### config.mk
export PLATFORM = sky130hd
export DESIGN_NAME = mem_req_arbiter
export DESIGN_NICKNAME = d
export VERILOG_FILES = /design/src/rtl/mem_req_arbiter.sv
export SDC_FILE = /design/constraint.sdc
export NUM_CORES = 1
export LEC_CHECK = 0
export BUFFER_PORTS_ARGS = -buffer_cell sky130_fd_sc_hd__buf_2
export CORE_UTILIZATION = 47
export DETAILED_ROUTE_END_ITERATION = 10
export PLACE_DENSITY_LB_ADDON = 0.3
export SETUP_SLACK_MARGIN = 0.15
export SYNTH_ARGS = -nofsm -noshare
export SYNTH_HDL_FRONTEND = slang
export SYNTH_SLANG_ARGS = --single-unit
### constraint.sdc
create_clock -name sys_clk -period 6.4 [get_ports sys_clk]
set_input_delay 0.64 -clock sys_clk [delete_from_list [all_inputs] [get_ports sys_clk]]
set_output_delay 0.64 -clock sys_clk [all_outputs]
set_load 0.05 [all_outputs]
### src/rtl/mem_req_arbiter.sv
// -----------------------------------------------------------------------------
// mem_req_arbiter
// Two-port round-robin arbiter in front of a single memory/cache request
// channel. Port 0 carries instruction fetches, port 1 carries data accesses.
// One transaction is in flight at a time: IDLE picks a winner and latches its
// request, BUSY presents it to memory until a response (or timeout), DONE
// delivers a one-cycle completion pulse to the winner.
//
// Ports:
//   sys_clk, rst        clock, asynchronous active-high reset
//   p0_req_*            port 0 request (addr/data/rw/valid)
//   p0_res_data/ready   port 0 response data and one-cycle completion pulse
//   p1_req_*, p1_res_*  same for port 1
//   mem_req_*           shared memory request (addr/data/rw/valid)
//   mem_res_data/ready  memory response, ready is a one-cycle pulse
//   grant               one-hot current owner (bit0 = port 0), 00 when idle
//   timeout_err         sticky flag, set when a transaction is aborted
// -----------------------------------------------------------------------------
module mem_req_arbiter #(
  parameter int ADDR_W  = 27,
  parameter int DATA_W  = 32,
  parameter int TIMEOUT = 1024
) (
  input  logic              sys_clk,
  input  logic              rst,
  input  logic [ADDR_W-1:0] p0_req_addr,
  input  logic [DATA_W-1:0] p0_req_data,
  input  logic              p0_req_rw,
  input  logic              p0_req_valid,
  output logic [DATA_W-1:0] p0_res_data,
  output logic              p0_res_ready,
  input  logic [ADDR_W-1:0] p1_req_addr,
  input  logic [DATA_W-1:0] p1_req_data,
  input  logic              p1_req_rw,
  input  logic              p1_req_valid,
  output logic [DATA_W-1:0] p1_res_data,
  output logic              p1_res_ready,
  output logic [ADDR_W-1:0] mem_req_addr,
  output logic [DATA_W-1:0] mem_req_data,
  output logic              mem_req_rw,
  output logic              mem_req_valid,
  input  logic [DATA_W-1:0] mem_res_data,
  input  logic              mem_res_ready,
  output logic [1:0]        grant,
  output logic              timeout_err
);

  typedef enum logic [1:0] {
    ST_IDLE = 2'd0,
    ST_BUSY = 2'd1,
    ST_DONE = 2'd2
  } state_t;

  // Last BUSY cycle count before the transaction is aborted.
  localparam logic [15:0] CNT_LAST = 16'(TIMEOUT - 1);

  state_t              r_state,     w_state_nxt;
  logic [1:0]          r_grant,     w_grant_nxt;
  logic                r_last,      w_last_nxt;   // 1 = port 1 granted last
  logic [ADDR_W-1:0]   r_addr,      w_addr_nxt;
  logic [DATA_W-1:0]   r_data,      w_data_nxt;
  logic                r_rw,        w_rw_nxt;
  logic                r_valid,     w_valid_nxt;
  logic [15:0]         r_cnt,       w_cnt_nxt;
  logic [DATA_W-1:0]   r_p0_data,   w_p0_data_nxt;
  logic [DATA_W-1:0]   r_p1_data,   w_p1_data_nxt;
  logic                r_p0_rdy,    w_p0_rdy_nxt;
  logic                r_p1_rdy,    w_p1_rdy_nxt;
  logic                r_tmo,       w_tmo_nxt;

  logic                w_pick1;
  logic                w_finish;
  logic [DATA_W-1:0]   w_res_val;

  // Port 1 wins when it is the only requester, or on a tie when port 0 was
  // granted last.
  assign w_pick1   = p1_req_valid & (~p0_req_valid | ~r_last);
  // A response in the timeout cycle takes priority over the abort.
  assign w_finish  = mem_res_ready | (r_cnt == CNT_LAST);
  assign w_res_val = mem_res_ready ? mem_res_data : {DATA_W{1'b0}};

  // Next-state and next-output logic for the IDLE/BUSY/DONE sequence.
  always_comb begin
    w_state_nxt   = r_state;
    w_grant_nxt   = r_grant;
    w_last_nxt    = r_last;
    w_addr_nxt    = r_addr;
    w_data_nxt    = r_data;
    w_rw_nxt      = r_rw;
    w_valid_nxt   = r_valid;
    w_cnt_nxt     = r_cnt;
    w_p0_data_nxt = r_p0_data;
    w_p1_data_nxt = r_p1_data;
    w_p0_rdy_nxt  = 1'b0;
    w_p1_rdy_nxt  = 1'b0;
    w_tmo_nxt     = r_tmo;

    case (r_state)
      ST_IDLE: begin
        if (p0_req_valid || p1_req_valid) begin
          w_state_nxt = ST_BUSY;
          w_valid_nxt = 1'b1;
          w_cnt_nxt   = 16'd0;
          w_last_nxt  = w_pick1;
          if (w_pick1) begin
            w_grant_nxt = 2'b10;
            w_addr_nxt  = p1_req_addr;
            w_data_nxt  = p1_req_data;
            w_rw_nxt    = p1_req_rw;
          end else begin
            w_grant_nxt = 2'b01;
            w_addr_nxt  = p0_req_addr;
            w_data_nxt  = p0_req_data;
            w_rw_nxt    = p0_req_rw;
          end
        end else begin
          w_state_nxt = ST_IDLE;
        end
      end

      ST_BUSY: begin
        if (w_finish) begin
          w_state_nxt = ST_DONE;
          w_valid_nxt = 1'b0;
          if (!mem_res_ready) begin
            w_tmo_nxt = 1'b1;
          end else begin
            w_tmo_nxt = r_tmo;
          end
          if (r_grant[1]) begin
            w_p1_data_nxt = w_res_val;
            w_p1_rdy_nxt  = 1'b1;
          end else begin
            w_p0_data_nxt = w_res_val;
            w_p0_rdy_nxt  = 1'b1;
          end
        end else begin
          w_cnt_nxt = r_cnt + 16'd1;
        end
      end

      ST_DONE: begin
        // Requester valids are deliberately not looked at here.
        w_state_nxt = ST_IDLE;
        w_grant_nxt = 2'b00;
        w_cnt_nxt   = 16'd0;
      end

      default: begin
        w_state_nxt = ST_IDLE;
        w_grant_nxt = 2'b00;
        w_valid_nxt = 1'b0;
        w_cnt_nxt   = 16'd0;
      end
    endcase
  end

  // State and output registers.
  always_ff @(posedge sys_clk or posedge rst) begin
    if (rst) begin
      r_state   <= ST_IDLE;
      r_grant   <= 2'b00;
      r_last    <= 1'b1;
      r_addr    <= {ADDR_W{1'b0}};
      r_data    <= {DATA_W{1'b0}};
      r_rw      <= 1'b0;
      r_valid   <= 1'b0;
      r_cnt     <= 16'd0;
      r_p0_data <= {DATA_W{1'b0}};
      r_p1_data <= {DATA_W{1'b0}};
      r_p0_rdy  <= 1'b0;
      r_p1_rdy  <= 1'b0;
      r_tmo     <= 1'b0;
    end else begin
      r_state   <= w_state_nxt;
      r_grant   <= w_grant_nxt;
      r_last    <= w_last_nxt;
      r_addr    <= w_addr_nxt;
      r_data    <= w_data_nxt;
      r_rw      <= w_rw_nxt;
      r_valid   <= w_valid_nxt;
      r_cnt     <= w_cnt_nxt;
      r_p0_data <= w_p0_data_nxt;
      r_p1_data <= w_p1_data_nxt;
      r_p0_rdy  <= w_p0_rdy_nxt;
      r_p1_rdy  <= w_p1_rdy_nxt;
      r_tmo     <= w_tmo_nxt;
    end
  end

  assign grant         = r_grant;
  assign mem_req_addr  = r_addr;
  assign mem_req_data  = r_data;
  assign mem_req_rw    = r_rw;
  assign mem_req_valid = r_valid;
  assign p0_res_data   = r_p0_data;
  assign p1_res_data   = r_p1_data;
  assign p0_res_ready  = r_p0_rdy;
  assign p1_res_ready  = r_p1_rdy;
  assign timeout_err   = r_tmo;

endmodule

After elaboration in Yosys (flattened, before gate mapping)
Index checks and enable logic that the tools add are counted.
{ "totals": {"regBits": 149, "inputBits": 157, "output_inout_bits": 130, "word_cells": 60} }
{ "op_classes": {"n_addsub": 1, "n_eq_ne": 6, "mux": 22, "bitwise_logic": 9, "reduce_logical": 9} }
{ "op_table": {"columns": ["operator", "n"], "rows": [
  ["$mux 32", 2],
  ["$mux 16", 2],
  ["$pmux 16 s2", 1],
  ["$mux 27", 1],
  ["$add 16x1->16 const B", 1],
  ["$eq 16x10->1 const B", 1],
  ["$reduce_and 3->1", 4],
  ["$mux 1", 10],
  ["$pmux 2 s2", 2],
  ["$mux 2", 3],
  ["$ne 2x2->1 const B", 3],
  ["$not 1->1", 6],
  ["$reduce_and 2->1", 3],
  ["$pmux 1 s3", 1],
  ["$eq 2x1->1 const B", 1],
  ["$eq 2x2->1 const B", 1],
  ["$logic_not 2->1", 1],
  ["$or 1x1->1", 2],
  ["$and 1x1->1", 1],
  ["$logic_or 1x1->1", 1]
]} }

Longest topological paths before layout
{ "depth": {"depth_word": 6, "ltp_mapped": 7, "ltp_nobuf": 5} }

Least setup slack after synthesis
No wires, ideal clock.
{ "synth_path": {"path_type": "input port to flip-flop", "startpoint": "input port mem_res_ready", "endpoint": "register r_cnt[12]", "arrival_ns": 1.927, "path_slack_ns": 4.396, "path_stages": 5, "path_cell_list": "buf_4 > nand4b_1 > or3_4 > or4_1 > o21ai_1"} }
{ "synth_via": {"elab_chain_len": 3} }
{ "synth_lines": {"columns": ["item", "line", "rtl"], "rows": [
  ["start: declaration", "43", "input logic mem_res_ready,"],
  ["$or 1x1->1", "79", "assign w_finish = mem_res_ready | (r_cnt == CNT_LAST);"],
  ["$ne 2x2->1 (no line)", null, null],
  ["$reduce_and 2->1 (no line)", null, null],
  ["end signal: assignment", "182", "r_cnt <= w_cnt_nxt;"],
  ["end: declaration", "64", "logic [15:0] r_cnt, w_cnt_nxt;"]
]} }
No other way between the ends.
A chain may end at the register's enable or synchronous reset.

Worst setup path after layout
{ "layout_path": {"startpoint": "register r_cnt[0]", "endpoint": "register r_p0_data[28], in the netlist p0_res_data[28]"} }
{ "layout_via": {"elab_chain_len": 3} }
{ "layout_lines": {"columns": ["item", "line", "rtl"], "rows": [
  ["$eq 16x10->1", "79", null],
  ["$or 1x1->1", "79", null],
  ["$reduce_and 3->1 (no line)", null, null],
  ["end signal: assignment", "169", "r_p0_data <= {DATA_W{1'b0}};"],
  ["end signal: assignment", "183", "r_p0_data <= w_p0_data_nxt;"],
  ["end: declaration", "65", "logic [DATA_W-1:0] r_p0_data, w_p0_data_nxt;"]
]} }
No other way between the ends.

==> impl.org <==
** Outcome
- Result of the run :: finished, final reports clean

** Place
- DP Wirelength :: around 13,000 um
- PortBufs :: about 290
- Routability congestion estimate from global placement :: ~0.88
- Post-place instance area :: 7940 um2

** Final layout
- Top library cells by usage in the layout, fill and taps aside :: sky130_fd_sc_hd__buf_2 (286), sky130_fd_sc_hd__dfrtp_1 (148), sky130_fd_sc_hd__a221o_1 (61)
- For this run, the post-layout net count is 950.
- After routing the design area is about 8600 um2.
- From synthesis to final layout, the design area changed by 34.3%.
- The library cell used most frequently in the layout, excluding fill and tap cells, is sky130_fd_sc_hd__buf_2.
- Fraction of final layout cells sized beyond drive strength 1 :: a little over two fifths

** Routing
- Detailed-route vias per instance :: 5.80
- After the first detailed-routing iteration, the DRC count stood at 403.
- Summed over all layers, the routed wires come to about 18,000 um.
- The count of nets left with antenna violations once routing finished came out at 0.
- Wirelength per Cell :: 18.6 um
- Detailed routing inserted a total of 5,700 vias.
- Number of search-and-repair iterations in the first detailed-routing pass :: 5
- Number of remaining DRC errors :: 0

** Setup path
- The worst setup path is captured at a register.
- Kind of critical path :: reg2reg
- Worst flop-to-flop path startpoint :: r_cnt[0]
- Arr. time, crit path :: about 3 ns
- Type of origin of the critical path :: register
- Worst Path Max Fanout :: 22
- For the worst setup path, the data required time is roughly 6.7 ns.
- The most critical setup path has its startpoint at r_cnt[0].

** Synthesis
- Sequential element share of the synthesized area :: approximately three fifths
- The most used flip-flop cell after synthesis is sky130_fd_sc_hd__dfrtp_1.
- Flip-flop and latch count after synthesis :: about 150
- Averaged over all synthesized cells, the footprint is between 10 and 15 um2.
- The number of nets in the synthesized netlist is roughly 680.
- During synthesis, Yosys emitted a total of 0 warnings.
- Post-synthesis async set-or-reset flop share :: 100%
- Syn Std Cell Area :: roughly 6400 um2
- Number of instances in the synthesized netlist :: between 500 and 600
- After synthesis, the netlist uses 50 different library cells.
- Number of enable flip-flop cells after synthesis :: 0

** Global route
- After global routing the overflow that remains totals 0.
- The via count of the first global-routing pass came to approximately 6,000.
- The first global-routing pass estimated roughly 30,000 um of wire.
- Number of antenna violations at the first check in global routing :: 1
- Aggregate global-route resource usage :: between 20% and 30%
- Pin count of the biggest net entering global routing :: 90

** Timing
- Minimum clock period after layout :: approximately 2.7 ns
- Highest clock frequency the design can meet :: roughly 370 MHz
- Final hold violation count :: 0
- Setup repair after global routing left no endpoint under its margin.
- Period utilisation layout :: 42.5%
- The count of pins over their slew limit was 0.
- For the pin with the worst max-slew slack, the measured transition is 1.12 ns.
- Total negative setup slack :: 0 ns
- Final setup violation count :: 0
- Worst-case clock skew :: between 0.009 and 0.01 ns
- Final hold analysis gives a worst-case slack of 0.320 ns.
- Rel. slew slack :: between 20% and 30%

** Die
- For this design the top-level I/O count stands at ~290.
- Once the floorplan was initialized, standard cells occupied 48.2% of the core.
- After floorplanning, the core was divided into 42 placement rows.
- Floorplan die width :: roughly 120 um
- Full die area :: between 10,000 and 15,000 um2
- The total area inside the core boundary comes to around 13,000 um2.
- The floorplan step set the die height to roughly 120 um.

** Run
- Max-cap violation count :: 0

** Power and ir drop
- Static leakage power :: about 4.2 nW
- Pwr Density :: 632 nW/um2
- The analysis attributes to net switching a power of roughly 2.7 mW.
- Comb power frac :: roughly half
- Cell internal power was estimated by the tool at approximately 2.8 mW.
- The completed layout was analyzed and its total power is roughly 5.4 mW.
- Part of the power in registers :: between 20 and 30%
- The clock network accounts for ~20% of the total power.
- Peak supply drop :: 0.377 mV
- Net switching is about 49% of the power.

** Clocking
- Clock-pin slew of the registers on the worst-case setup and hold paths :: 0.06 ns
- Post-CTS repair changed the size of 0 cells.
- TritonCTS built the clock tree.
- Buffers inserted by post-CTS timing repair :: 0
- Counting every sink on the clock net gives 149.
- For the worst-skew pair, the clock arrives at the later sink with an insertion delay of ~0.42 ns.
- H-tree Lvls :: 4
- Maximum buffer depth of the clock tree :: 2
- The tree is rooted in a sky130_fd_sc_hd__clkbuf_16.
- Counting the buffers created by CTS gives 17.
- After clock tree synthesis, the flow added hold-fix buffers numbering 0.

** Min path
- The path class of the tightest hold or removal check is in2async.
-- layer usage --
metal / up-vias / routed length (um) / share of wire (%) / track usage (%)
met3: 40 / 1330 / 7.3 / 8.93
met2: 238 / 9310 / 51 / 46.0
met1: 2841 / 7070 / 39 / 31.7
li1: 2581 / - / - / -
met5: - / 0 / 0 / 0
met4: 0 / 553 / 3.0 / 10.8
-- metrics by stage --
step | setup WS [ns] | instances | utilization [%]
after floorplan | 1.75 | 525 | -
after global placement | 3.86 | 949 | 59.9
after detailed placement | 3.67 | 949 | 59.9
after CTS | 3.67 | 981 | 64.7
after global routing | 3.47 | 982 | 64.7
final | 3.68 | 982 | 64.7
-- cell type report --
type                            count  area [um2]
Fill cell                        1067        4670
Sequential cell                   149        3730
Multi-Input combinational cell    323        2460
Timing Repair Buffer              294        1490
Clock buffer                       21         460
Tap cell                          176         220
Clock inverter                     11         171
Inverter                            7        31.3
Antenna cell                        1        2.50
-- critical path, cell delays in order, from the launching register on --
cell and delay (ns):
sky130_fd_sc_hd__dfrtp_1 0.42, sky130_fd_sc_hd__ha_1 0.32, sky130_fd_sc_hd__nor4bb_1 0.37, sky130_fd_sc_hd__and4_1 0.56, sky130_fd_sc_hd__o211ai_2 0.32, sky130_fd_sc_hd__buf_4 0.38
sky130_fd_sc_hd__a32o_1 0.24
-- registers in the layout (all words and copies together), names as in the netlist --
name           cells
r_state            2
mem_req_addr      27
mem_req_valid      1
p0_res_data       32
p1_res_data       32
mem_req_rw         1
grant              2
r_cnt             16
p1_res_ready       1
r_last             1
timeout_err        1
mem_req_data      32
p0_res_ready       1
-- synthesized netlist by cell type (2+ instances only) --
master,number,area (um2)
sky130_fd_sc_hd__a21oi_1,6,30.0
sky130_fd_sc_hd__nor2_1,6,22.5
sky130_fd_sc_hd__a21o_1,5,37.5
sky130_fd_sc_hd__o21ai_0,5,25.0
sky130_fd_sc_hd__a32oi_1,2,17.5
sky130_fd_sc_hd__nor4_1,5,31.3
sky130_fd_sc_hd__o311ai_0,3,26.3
sky130_fd_sc_hd__or4_1,4,30.0
sky130_fd_sc_hd__inv_1,7,26.3
sky130_fd_sc_hd__nor4_2,2,25.0
sky130_fd_sc_hd__a32o_1,30,300
sky130_fd_sc_hd__and3_1,3,18.8
sky130_fd_sc_hd__dfrtp_1,148,3700
sky130_fd_sc_hd__nand2b_1,2,12.5
sky130_fd_sc_hd__nor2b_1,3,18.8
sky130_fd_sc_hd__o211ai_2,2,25.0
sky130_fd_sc_hd__clkbuf_1,36,135
sky130_fd_sc_hd__nor4b_1,3,26.3
sky130_fd_sc_hd__o2bb2ai_1,34,298
sky130_fd_sc_hd__a211o_1,2,17.5
sky130_fd_sc_hd__o21ai_1,2,10.0
sky130_fd_sc_hd__nor3_1,6,30.0
sky130_fd_sc_hd__nand4_1,5,31.3
sky130_fd_sc_hd__and2_1,59,369
sky130_fd_sc_hd__nand3_1,10,50.1
sky130_fd_sc_hd__o211ai_1,4,30.0
sky130_fd_sc_hd__and4_1,2,17.5
sky130_fd_sc_hd__a221o_1,61,611
sky130_fd_sc_hd__nand2_1,37,139
sky130_fd_sc_hd__nand4b_1,2,17.5
sky130_fd_sc_hd__buf_4,2,15.0
sky130_fd_sc_hd__buf_2,7,35.0
sky130_fd_sc_hd__a31oi_1,3,18.8
-- worst paths after layout --
path	end	slack (ns)	cells after the start
setup / recovery	p0_res_data[28]	3.68	6
hold reg to reg	timeout_err	0.46	1
setup reg to reg	p0_res_data[28]	3.68	6
hold / removal	r_cnt[10]	0.32	2
max in group asynchronous	mem_req_data[31]	4.72	3
min in group sys_clk	mem_req_addr[9]	0.44	2
-- cell families after synthesis --
| group | after synthesis | synth area share [%] |
|---|---|---|
| adders and majority gates | 1 | 0.196 |
| buffers and inverters | 53 | 3.39 |
| AOI/OAI and AO/OA | 162 | 23.1 |
| and+or+nand+nor | 159 | 14.7 |
| DFF | 149 | 58.5 |
| muxes | 1 | 0.157 |
-- power groups by stage --
stage	Clock [mW]	Combinational, mW	Sequential [mW]
floorplan	0	0.754	2.92
CTS	1.08	2.78	1.59
detailed placement	0	2.79	1.58
global placement	0	2.74	1.57
finish	1.06	2.77	1.59
global route	1.13	2.90	1.63
Power figures use the tool's default switching activity.
